===== config.mk =====
export PLATFORM = sky130hd
export DESIGN_NAME = stream_demux_1to2
export DESIGN_NICKNAME = d
export VERILOG_FILES = /design/src/rtl/stream_demux_1to2.sv
export SDC_FILE = /design/constraint.sdc
export NUM_CORES = 1
export LEC_CHECK = 0
export BUFFER_PORTS_ARGS = -buffer_cell sky130_fd_sc_hd__buf_2
export CAP_MARGIN = 20
export CORE_ASPECT_RATIO = 1.2
export CORE_MARGIN = 3
export CORE_UTILIZATION = 45
export DETAILED_ROUTE_END_ITERATION = 7
export PLACE_DENSITY = 0.66
export SLEW_MARGIN = 10
export SYNTH_ARGS = -nofsm -noshare
export SYNTH_HDL_FRONTEND = slang
export SYNTH_SLANG_ARGS = --single-unit

===== constraint.sdc =====
create_clock -name Clock -period 2.7 [get_ports Clock]
set_input_delay 0.54 -clock Clock [delete_from_list [all_inputs] [get_ports Clock]]
set_output_delay 0.54 -clock Clock [all_outputs]
set_load 0.05 [all_outputs]

===== src/rtl/stream_demux_1to2.sv =====
// Registered 1-to-2 stream demultiplexer: each accepted word is steered into one of two
// independent FIFOs, each drained by its own valid/ready handshake. Optional DEMUX_COUNT_EN adds per-output pop counters.
//
// state      | meaning
// -----------+-----------------------------------------------
// ST_EMPTY   | occupancy 0, Validk low
// ST_PARTIAL | 0 < occupancy < DEPTH, accepts and offers words
// ST_FULL    | occupancy == DEPTH, pushes refused
module stream_demux_1to2 #(
  parameter int WIDTH = 16,
  parameter int DEPTH = 2
) (
  input  logic             Clock,
  input  logic             Reset_n,
  input  logic [WIDTH-1:0] Operand,
  input  logic             SelectorInput,
  input  logic             InValid,
  output logic             InReady,
  output logic [WIDTH-1:0] Result1,
  output logic [WIDTH-1:0] Result2,
  output logic             Valid1,
  output logic             Valid2,
  input  logic             Ready1,
  input  logic             Ready2
`ifdef DEMUX_COUNT_EN
  ,
  output logic [7:0]       Count1,
  output logic [7:0]       Count2
`endif
);

  localparam int AW = $clog2(DEPTH);
  localparam int CW = AW + 1;

  typedef enum logic [1:0] {ST_EMPTY, ST_PARTIAL, ST_FULL} fifo_state_t;

  logic [WIDTH-1:0] mem [2][DEPTH];
  logic [AW-1:0]    wr_ptr [2];
  logic [AW-1:0]    rd_ptr [2];
  logic [CW-1:0]    occ [2];
  fifo_state_t      state [2];
  logic [1:0]       full;
  logic [1:0]       valid;
  logic [1:0]       push;
  logic [1:0]       pop;
  logic [1:0]       out_ready;
  logic             accept;

  // State is a pure function of occupancy, so it never disagrees with the counters.
  always_comb begin
    for (int k = 0; k < 2; k++) begin
      state[k] = ST_EMPTY;
      if (occ[k] == CW'(DEPTH))
        state[k] = ST_FULL;
      else if (occ[k] != '0)
        state[k] = ST_PARTIAL;
    end
  end

  always_comb begin
    full  = '0;
    valid = '0;
    for (int k = 0; k < 2; k++) begin
      full[k]  = (state[k] == ST_FULL);
      valid[k] = (state[k] != ST_EMPTY);
    end
  end

  assign out_ready = {Ready2, Ready1};
  assign InReady   = SelectorInput ? ~full[1] : ~full[0];
  assign accept    = InValid & InReady;
  assign push      = {accept & SelectorInput, accept & ~SelectorInput};
  assign pop       = valid & out_ready;

  always_ff @(posedge Clock) begin
    if (!Reset_n) begin
      for (int k = 0; k < 2; k++) begin
        wr_ptr[k] <= '0;
        rd_ptr[k] <= '0;
        occ[k]    <= '0;
        for (int i = 0; i < DEPTH; i++)
          mem[k][i] <= '0;
      end
    end else begin
      for (int k = 0; k < 2; k++) begin
        if (push[k]) begin
          mem[k][wr_ptr[k]] <= Operand;
          wr_ptr[k]         <= wr_ptr[k] + AW'(1);
        end
        if (pop[k])
          rd_ptr[k] <= rd_ptr[k] + AW'(1);
        case ({push[k], pop[k]})
          2'b10:   occ[k] <= occ[k] + CW'(1);
          2'b01:   occ[k] <= occ[k] - CW'(1);
          default: occ[k] <= occ[k];
        endcase
      end
    end
  end

  assign Valid1  = valid[0];
  assign Valid2  = valid[1];
  assign Result1 = mem[0][rd_ptr[0]];
  assign Result2 = mem[1][rd_ptr[1]];

`ifdef DEMUX_COUNT_EN
  logic [7:0] pop_cnt [2];

  always_ff @(posedge Clock) begin
    if (!Reset_n) begin
      pop_cnt[0] <= '0;
      pop_cnt[1] <= '0;
    end else begin
      for (int k = 0; k < 2; k++)
        if (pop[k])
          pop_cnt[k] <= pop_cnt[k] + 8'd1;
    end
  end

  assign Count1 = pop_cnt[0];
  assign Count2 = pop_cnt[1];
`endif

endmodule

==> flow_metrics.py <==
metrics = {
    "drt": {
        "wl_per_cell_um": 16.0,
        "first_pass_iters": 4,
        "vias_per_cell": 5.03,
        "drt_iter0_drc": 86,
        "drc": 0,
        "vias": 1976,
        "drt-total-wl_um": 6290,
        "final_antenna_net_count": 0,
    },
    "power_and_ir_drop": {
        "p_leak_nw": 1.67,
        "power_density_mw_per_mm2": 739,
        "p_int_mw": 2.04,
        "netSwitchingFraction_pct": 30.2,
        "power.share.combinational_pct": 22.3,
        "p_seq_share_pct": 46.8,
        "p_clk_share_pct": 30.9,
        "vdd.ir_drop.worst_v": 0.000386,
        "power_switching_mw": 0.882,
    },
    "finish": {
        "fin_util_pct": 56.3,
        "layout_common_cells": "edfxtp_1, and2_1, buf_2",
        "fillCellCount": 576,
        "fin_nets": 329,
        "diodes": 0,
        "syn_to_final_growth_pct": 17.7,
        "drive_above_1_share_pct": 38.6,
        "fin_area_mm2": 0.00395,
        "final_common_cell": "edfxtp_1",
    },
    "synthesis": {
        "synth_top_area_share_pct": 64.4,
        "synth_top_area_cell": "edfxtp_1",
        "syn_avg_cell_area_um2": 14.2,
        "ys_types": 28,
        "synth_seq_cells": 72,
        "synth_fp_nets": 265,
        "netlist_top_cells_area": "edfxtp_1, and2_1, mux2_2, ha_1, nand2_1",
        "yosys_warnings": 0,
        "syn_inst": 237,
        "syn_area_mm2": 0.00336,
        "ys_seq_area_share_pct": 64.4,
    },
    "timing": {
        "setup_violations": 0,
        "fmax_mhz": 434,
        "setup_ws_ps": 395,
        "slew_headroom_pct": 56.9,
        "finalHoldViolCount": 0,
        "tightest_slew_ps": 644,
        "drv_slew": 0,
        "finalCritPeriodShare_pct": 85.4,
        "setup_total_negative_slack_ps": 0,
        "rsz0062_at_grt": "false",
        "finClkSkew_ps": 8.61,
        "post-route-min-period_ps": 2310,
    },
    "grt": {
        "gr-total-overflow": 0,
        "antenna_found_initial": 0,
        "grt_pass1_vias": 1996,
        "grt_use_total_pct": 15.9,
        "grt_pass1_wl_um": 10100,
        "grt_max_degree": 18,
    },
    "setup_path": {
        "crit_family": "flip-flops",
        "critical_path.slowest_cell": "edfxtp_1",
        "cp_cell_sequence": "buf_4 > mux2_2 > buf_2",
        "cp.arrival_ps": 1770,
        "r2r_start": "occ[0][1]",
        "cp_num_cells": 3,
        "crit_path_start": "rd_ptr[0][1]",
        "worst_setup_path_start_kind": "flop",
        "rr_worst_depth": 7,
        "crit_buf_inv": 2,
        "cp.required_ps": 2160,
        "critPathMaxStageDelay_ps": 580,
        "cp_max_fo": 10,
        "path_class": "flop to output port",
        "endpoint_kind": "output port",
    },
    "clock_network": {
        "clock-sinks": 72,
        "cts_made_buffers": 9,
        "clkSlewWorstSetupHoldPaths_ps": 80,
        "insertion_delay_ps": 340,
        "postCtsResizedCells": 0,
        "clk_path_buf_depth": 2,
        "cts_tree": "yes",
        "htree_levels": 3,
        "cts_setup_buffers": 0,
        "cts_hold_buf": 0,
        "root_buffer": "clkbuf_8",
    },
    "placed_design": {
        "place_ws_ps": 350,
        "dpl.hpwl_um": 4330,
        "placed_cell_area_mm2": 0.00374,
        "place_congestion": 0.759,
        "io_buffer_count": 56,
    },
    "worst_hold_path": {
        "hold_start": "Operand[13]",
        "hold_class": "primary input to flop",
        "holdPathStages": 2,
    },
    "floorplan": {
        "die_h_um": 101,
        "core_mm2": 0.00702,
        "die_area_mm2": 0.00854,
        "io-pin-count": 57,
        "start_util_pct": 47.8,
        "die_w_um": 84.9,
        "row_count": 33,
    },
    "job": {
        "cap_violations": 0,
    },
    "run_status": {
        "outcome": "finished clean",
    },
}
## flip-flops by register name, summed over array words and instances (netlist names)
| name | flops |
|---|---|
| mem | 64 |
| occ | 4 |
| rd_ptr | 2 |
| wr_ptr | 2 |
## power groups by stage
stage | Sequential [mW] | Combinational [mW] | Clock [mW]
final | 1.37 | 0.652 | 0.902
after global routing | 1.38 | 0.698 | 0.974
after CTS | 1.37 | 0.661 | 0.911
after detailed placement | 1.39 | 0.657 | 0
after global placement | 1.39 | 0.651 | 0
after floorplan | 1.37 | 0.516 | 0
## final timing paths
| check | to | slack (ps) |
|---|---|---|
| worst max register to register | occ[1][0] | 480 |
| worst min-delay path | mem[1][29] | 510 |
| worst min register to register | occ[1][0] | 600 |
| worst max-delay path | Result2[7] | 390 |
## layer usage
metal | wire [µm] | vias to the layer above | track usage, % | share of wire [%]
met4 | 73 | 0 | 5.12 | 1.2
met3 | 376 | 7 | 4.99 | 6.0
li1 | - | 963 | - | -
met1 | 2700 | 950 | 20.4 | 43
met2 | 3140 | 56 | 25.7 | 50
met5 | 0 | - | 0 | 0
## cells by family after synthesis
| group | count (synthesis) | share of synthesized area [%] |
|---|---|---|
| XOR/XNOR | 1 | 0.261 |
| adder cells (fa/ha/maj) | 6 | 2.24 |
| AO/OA/AOI/OAI | 8 | 1.38 |
| flip-flops | 72 | 64.4 |
| AND/OR/NAND/NOR | 100 | 18.1 |
| multiplexers | 32 | 10.7 |
| buffers and inverters | 18 | 2.87 |
## cells in the mapped netlist (all sizes together)
library cell / instances
nand3b: 1
and3: 1
o21ai: 5
nor3: 4
inv: 8
o2111ai: 1
clkbuf: 1
and4: 1
and2: 65
nor2b: 1
nor2: 9
a21oi: 1
edfxtp: 72
nand2b: 2
xor2: 1
or4: 1
or2: 2
mux2: 32
ha: 6
nand3: 1
buf: 9
and4b: 1
nand2: 11
o21a: 1
## cell type report
cell class	count	area (µm²)	area share [%]
tap	87	109	2.75
multi-input combinational	147	1110	28.0
clock inverter	6	83.8	2.12
inverter	8	30.0	0.760
sequential	72	2160	54.7
clock buffer	10	128	3.23
timing repair buffer	63	333	8.42
## metrics by stage
stage | hold WS, ps | instances | power, mW
floorplan | 536 | 237 | 1.89
global placement | 564 | 377 | 2.04
detailed placement | 586 | 377 | 2.05
CTS | 504 | 393 | 2.94
global route | 501 | 393 | 3.05
finish | 514 | 393 | 2.92
Power figures use the tool's default switching activity.
